==> src/rtl/operand_load_unit_pkg.sv <==
// Shared types and helpers for the operand load unit.
//   load_group_e : operand-load selection codes carried on the loadControl bus
//   state_e      : load FSM states
//   ext_imm()    : forms the 32-bit B-side immediate for a load code
package operand_load_unit_pkg;

  typedef enum logic [3:0] {
    LgNoOp,
    LgNextpcImm24,
    LgNextpcImm21,
    LgNextpcImm19,
    LgNextpcImm16,
    LgNextpcImm5,
    LgRfaImm24,
    LgRfaImm21,
    LgRfaImm19,
    LgRfaImm16,
    LgRfaImm5,
    LgRfaRfb,
    LgRfaNull,
    LgComboNull
  } load_group_e;

  typedef enum logic [2:0] {
    StIdle,
    StReadA,
    StReadB,
    StCapture,
    StDone
  } state_e;

  // Instruction field positions
  localparam int unsigned RegAMsb   = 23;
  localparam int unsigned RegALsb   = 19;
  localparam int unsigned RegBMsb   = 18;
  localparam int unsigned RegBLsb   = 14;
  // Every field the unit uses after accept lives in instr[23:0]
  localparam int unsigned ImmFieldW = 24;

  // Branch-style immediates are word offsets: sign-extend, then scale by 4.
  function automatic logic [31:0] ext_imm(input load_group_e          code,
                                          input logic [ImmFieldW-1:0] f,
                                          input logic                 zext);
    logic [31:0] r;
    r = '0;
    case (code)
      LgNextpcImm24, LgRfaImm24: r = {{6{f[23]}}, f[23:0], 2'b00};
      LgNextpcImm21, LgRfaImm21: r = {{9{f[20]}}, f[20:0], 2'b00};
      LgNextpcImm19, LgRfaImm19: r = {{11{f[18]}}, f[18:0], 2'b00};
      LgNextpcImm16, LgRfaImm16: r = zext ? {16'h0000, f[15:0]} : {{16{f[15]}}, f[15:0]};
      LgNextpcImm5,  LgRfaImm5:  r = {27'h0, f[4:0]};
      default:                   r = '0;
    endcase
    return r;
  endfunction

  function automatic logic is_nextpc(input load_group_e code);
    return code inside {LgNextpcImm24, LgNextpcImm21, LgNextpcImm19, LgNextpcImm16,
                        LgNextpcImm5};
  endfunction

  function automatic logic needs_rf(input load_group_e code);
    return code inside {LgRfaImm24, LgRfaImm21, LgRfaImm19, LgRfaImm16, LgRfaImm5,
                        LgRfaRfb, LgRfaNull};
  endfunction

endpackage

==> src/rtl/operand_load_unit_imm_extend.sv <==
// Combinational B-side immediate former.
//   code     : load selection code
//   field    : instr[23:0]
//   imm_zext : 1 = zero-extend IMM16, 0 = sign-extend
//   imm      : extended immediate, truncated to DATA_W (0 for non-immediate codes)
module operand_load_unit_imm_extend
  import operand_load_unit_pkg::*;
#(
  parameter int unsigned DATA_W = 32
) (
  input  load_group_e                code,
  input  logic [ImmFieldW-1:0]       field,
  input  logic                       imm_zext,
  output logic [DATA_W-1:0]          imm
);

  logic [31:0] imm32;

  assign imm32 = ext_imm(code, field, imm_zext);
  assign imm   = DATA_W'(imm32);

endmodule

==> src/rtl/operand_load_unit.sv <==
// Operand load unit: turns a loadControl code plus instruction word into the two
// execute-stage operands, reading the single-port register file when needed.
//   clk, reset_n              : clock, asynchronous active-low reset
//   enable                    : 0 freezes FSM and all registers
//   load_valid / load_ready   : load code handshake
//   load_control, instr,
//   next_pc, imm_zext         : load request fields (latched on accept)
//   rf_rd_en/addr/data        : register file read port (1-cycle synchronous read)
//   operand_a/b, operand_valid,
//   operand_ready             : operand handshake towards execute
module operand_load_unit
  import operand_load_unit_pkg::*;
#(
  parameter int unsigned DATA_W    = 32,
  parameter int unsigned RF_ADDR_W = 5
) (
  input  logic                 clk,
  input  logic                 reset_n,
  input  logic                 enable,
  input  logic                 load_valid,
  output logic                 load_ready,
  input  load_group_e          load_control,
  input  logic [31:0]          instr,
  input  logic [31:0]          next_pc,
  input  logic                 imm_zext,
  output logic                 rf_rd_en,
  output logic [RF_ADDR_W-1:0] rf_rd_addr,
  input  logic [DATA_W-1:0]    rf_rd_data,
  output logic [DATA_W-1:0]    operand_a,
  output logic [DATA_W-1:0]    operand_b,
  output logic                 operand_valid,
  input  logic                 operand_ready
);

  state_e                 state_q;
  load_group_e            code_q;
  logic [ImmFieldW-1:0]   field_q;
  logic                   zext_q;

  load_group_e            ext_code;
  logic [ImmFieldW-1:0]   ext_field;
  logic                   ext_zext;
  logic [DATA_W-1:0]      imm_b;

  // next_pc is consumed on the accept edge itself, so it is never held.
  // The opcode byte is decoded upstream into load_control.
  logic unused_instr_hi;
  assign unused_instr_hi = ^instr[31:24];

  assign load_ready = reset_n && enable && (state_q == StIdle);
  // Gated by enable so a stall never issues a second read; the RF holds its data.
  assign rf_rd_en   = enable && ((state_q == StReadA) || (state_q == StReadB));

  // In IDLE the immediate comes straight from the request (no-RF codes finish
  // on the accept edge); afterwards from the latched copy.
  assign ext_code  = (state_q == StIdle) ? load_control            : code_q;
  assign ext_field = (state_q == StIdle) ? instr[ImmFieldW-1:0]    : field_q;
  assign ext_zext  = (state_q == StIdle) ? imm_zext                : zext_q;

  operand_load_unit_imm_extend #(
    .DATA_W (DATA_W)
  ) u_imm_extend (
    .code     (ext_code),
    .field    (ext_field),
    .imm_zext (ext_zext),
    .imm      (imm_b)
  );

  always_ff @(posedge clk or negedge reset_n) begin
    if (!reset_n) begin
      state_q       <= StIdle;
      code_q        <= LgNoOp;
      field_q       <= '0;
      zext_q        <= 1'b0;
      operand_a     <= '0;
      operand_b     <= '0;
      operand_valid <= 1'b0;
      rf_rd_addr    <= '0;
    end else if (enable) begin
      case (state_q)
        StIdle: begin
          if (load_valid) begin
            code_q  <= load_control;
            field_q <= instr[ImmFieldW-1:0];
            zext_q  <= imm_zext;
            if (is_nextpc(load_control)) begin
              operand_a     <= DATA_W'(next_pc);
              operand_b     <= imm_b;
              operand_valid <= 1'b1;
              state_q       <= StDone;
            end else if (load_control == LgComboNull) begin
              operand_a     <= DATA_W'({instr[15:0], 16'h0000});
              operand_b     <= '0;
              operand_valid <= 1'b1;
              state_q       <= StDone;
            end else if (needs_rf(load_control)) begin
              rf_rd_addr <= RF_ADDR_W'(instr[RegAMsb:RegALsb]);
              state_q    <= StReadA;
            end
            // NO_OP and unused codes: accepted, nothing else changes
          end
        end
        StReadA: begin
          if (code_q == LgRfaRfb) begin
            rf_rd_addr <= RF_ADDR_W'(field_q[RegBMsb:RegBLsb]);
            state_q    <= StReadB;
          end else begin
            operand_b <= imm_b;  // 0 for RFA_NULL
            state_q   <= StCapture;
          end
        end
        StReadB: begin
          operand_a <= rf_rd_data;
          state_q   <= StCapture;
        end
        StCapture: begin
          if (code_q == LgRfaRfb) begin
            operand_b <= rf_rd_data;
          end else begin
            operand_a <= rf_rd_data;
          end
          operand_valid <= 1'b1;
          state_q       <= StDone;
        end
        StDone: begin
          if (operand_ready) begin
            operand_valid <= 1'b0;
            state_q       <= StIdle;
          end
        end
        default: state_q <= StIdle;
      endcase
    end
  end

endmodule
==> config.mk <==
export PLATFORM = sky130hd
export DESIGN_NAME = operand_load_unit
export DESIGN_NICKNAME = d
export VERILOG_FILES = /design/src/rtl/operand_load_unit_pkg.sv /design/src/rtl/operand_load_unit_imm_extend.sv /design/src/rtl/operand_load_unit.sv
export SDC_FILE = /design/constraint.sdc
export NUM_CORES = 1
export LEC_CHECK = 0
export CORE_MARGIN = 2
export CORE_UTILIZATION = 45
export CTS_CLUSTER_DIAMETER = 150
export DETAILED_ROUTE_END_ITERATION = 7
export PLACE_DENSITY = 0.73
export SLEW_MARGIN = 20
export SYNTH_ARGS = -nofsm -noshare
export SYNTH_HDL_FRONTEND = slang
export SYNTH_SLANG_ARGS = --single-unit
==> constraint.sdc <==
create_clock -name clk -period 2.8 [get_ports clk]
set_clock_uncertainty 0.1 [all_clocks]
set_input_delay 0.28 -clock clk [delete_from_list [all_inputs] [get_ports clk]]
set_output_delay 0.28 -clock clk [all_outputs]
set_load 0.05 [all_outputs]
==> metrics.md <==
| Metric | Value |
|---|---|
| Yosys cell types | 63 |
| Sequential element share of the synthesized area | 43.81% |
| DP Cell Count | 879 |
| DP Worst Slack | 42.99 ps |
| DRC violations left | 0 |
| Largest net degree at the start of global routing | 103 |
| Pwr dens | 1306 nW/um^2 |
| Iteration-0 DRC Markers | 479 |
| Final instance area | 8035 um^2 |
| Clock Pin Slew Worst Setup and Hold Paths | 80 ps |
| Setup Viol. Count Final | 0 |
| Final net count | 825 |
| #FFs+latches synth | 102 |
| CP Data Arrival Time | 2740 ps |
| Hold Path Class | reg -> reg |
| Hold Crit Depth | 1 |
| Max_slew headroom | 38.65% |
| FILL cells | 1057 |
| Post-synthesis cell count | 565 |
| Fraction of registers with async set or reset after synthesis | 100.0% |
| Io pins | 178 |
| Fin cells | 896 |
| Setup CP Type | reg -> reg |
| DP Wirelength | 13050 um |
| Post-CTS setup buffers | 0 |
| Total power | 10.49 mW |
| # diodes | 0 |
| Die Area | 13870 um^2 |
| DRT antenna net count | 0 |
| Total GRT Usage | 26.16% |
| First-pass GRT wire length | 28610 um |
| Placed inst area | 7711 um^2 |
| Critical Path End Type | flip-flop |
| First-pass iteration count of the detailed router | 5 |
| Most common cell after layout, fill and taps aside | clkdlybuf4s50_1 |
| Chip height | 117.8 um |
| TritonCTS Buffers | 9 |
| Layout cells sized above 1 | 15.61% |
| Syn_nets | 671 |
| Final worst path period share | 92.77% |
| Clock latency on the worst-skew pair | 360 ps |
| VDD IR max | 577.0 uV |
| Post-layout util | 63.67% |
| R2R depth | 5 |
| Worst setup SP type | flip-flop |
| Max Clk Rate | 0.3850 GHz |
| Initial Utilization | 46.17% |
| Worst Path Required | 2940 ps |
| Setup TNS | 0 ps |
| # rows | 41 |
| Vias in the first global route | 5219 |
| Total of max-cap violations | 0 |
| Fin worst setup slack | 202.6 ps |
| Final WL | 18100 um |
| Leakage | 3.339 nW |
| Synth Warn # | 0 |
| Drt wl/cell | 20.20 um |
| Hold Fails Final Rpt | 0 |
| CTS Root Cell | clkbuf_16 |
| Commonest cells after routing, fill and taps aside | 166 x clkdlybuf4s50_1, 102 x dfrtp_1, 51 x mux2_2 |
| Mean post-synth cell area | 10.31 um^2 |
| GP Congestion | 0.8675 |
| Initial antenna violation count | 0 |
| Tightest Pin Transition | 919.3 ps |
| Port Buf Inserts | 169 |
| Core area | 12620 um^2 |
| Status | finished, final reports clean |
| Vias per inst | 5.936 |
| Clock Path Buffers | 2 |
| Synthesized cell area | 5827 um^2 |
| Clock sinks | 102 |
| Area Growth Syn to Fin | 37.90% |
| Vias | 5319 |
| H-tree lvl count | 3 |
| Minimum clock period | 2597 ps |
| CTS tree | yes |
| CP Max Fanout | 11 |
| Top FF cell, synth | dfrtp_1 |
| Slew Limit Fails | 0 |
| GRT Residual Overflow | 0 |
| Worst hold slack | 392.9 ps |
| Die W | 117.8 um |
| EDFF count, synth | 0 |
| RSZ-0062 raised after global routing | no |
## sequential cells by signal, indices dropped and copies added (netlist names)
| name | cells |
|---|---|
| code_q | 4 |
| field_q | 24 |
| operand_a | 32 |
| operand_b | 32 |
| operand_valid | 1 |
| rf_rd_addr | 5 |
| state_q | 3 |
| zext_q | 1 |
## final cells by class
cell class	instances	area, um^2	area share (%)
Tap cell	172	215.2	2.678
Multi-Input combinational cell	409	3013	37.50
Clock inverter	7	88.84	1.106
Timing Repair Buffer	192	1922	23.92
Clock buffer	9	225.2	2.803
Sequential cell	102	2552	31.77
Inverter	5	18.77	0.2336
## worst max-delay path, cell delays in order, from the launching register on
cell	delay, ps
dfrtp_1	510
nor3_4	450
a211oi_1	150
nor2_1	670
o22ai_1	230
a221o_1	380
## synthesized netlist by cell type (2+ instances only)
cell / count / share of area (%)
nor3_1: 4 / 0.34
a21oi_1: 22 / 1.9
nand2b_1: 7 / 0.75
nor2_1: 34 / 2.2
and3b_1: 3 / 0.45
o21ai_0: 26 / 2.2
nor3b_1: 3 / 0.39
o21a_1: 2 / 0.26
clkbuf_1: 12 / 0.77
inv_1: 4 / 0.26
buf_2: 21 / 1.8
a31oi_1: 16 / 1.7
buf_6: 6 / 1.2
dfrtp_1: 102 / 44
and3_1: 20 / 2.1
o22ai_1: 27 / 2.9
nand2_1: 40 / 2.6
a21boi_0: 3 / 0.39
o41ai_1: 2 / 0.30
buf_4: 6 / 0.77
o211ai_1: 8 / 1.0
nand3_1: 18 / 1.5
a211oi_2: 2 / 0.43
a21o_1: 4 / 0.52
nor2b_1: 8 / 0.86
xnor2_1: 6 / 0.90
nor4_1: 4 / 0.43
mux2i_1: 38 / 6.5
o21ai_1: 3 / 0.26
mux2_2: 51 / 9.9
a221o_1: 19 / 3.3
a211oi_1: 3 / 0.39
o311ai_0: 2 / 0.30
nand3b_1: 4 / 0.52
buf_1: 3 / 0.19
or3b_2: 3 / 0.45
mux2_1: 3 / 0.58
## where the power goes
group	total (mW)	internal [mW]	switching [mW]
registers	2.76	2.21	0.551
clock network	1.34	0.717	0.619
logic	6.39	2.43	3.96
## path summary, 6_finish.rpt
kind	to	slack [ps]	start
max	operand_b[8]	200	state_q[2]
min	operand_b[1]	390	operand_b[1]
max reg2reg	operand_b[8]	200	state_q[2]
min reg2reg	operand_b[1]	390	operand_b[1]
max in group asynchronous	operand_a[22]	1690	reset_n
min in group asynchronous	field_q[19]	400	reset_n
## logic make-up (layout without fill, tap and decap cells)
| family | count (synthesis) | count (layout) | share of synthesized area, % |
|---|---|---|---|
| and+or+nand+nor | 155 | 155 | 13.91 |
| DFF | 102 | 102 | 43.81 |
| AOI/OAI and AO/OA | 155 | 155 | 18.92 |
| muxes | 93 | 93 | 17.35 |
| buffers and inverters | 54 | 213 | 5.110 |
| xor gates and xnor gates | 6 | 6 | 0.9019 |
## layer usage
| layer | wire length [um] | share of wire, % | global-route usage [%] |
|---|---|---|---|
| met5 | 0 | 0 | 0 |
| met3 | 1108 | 6.1 | 4.748 |
| met1 | 7989 | 44 | 35.68 |
| met4 | 486 | 2.7 | 10.39 |
| met2 | 8515 | 47 | 41.39 |
## what timing repair did
action	4_1_cts	5_1_grt
resized for setup	0	0
hold buffers	1	0
endpoints found under the hold margin	102	0
Power figures use the tool's default switching activity.
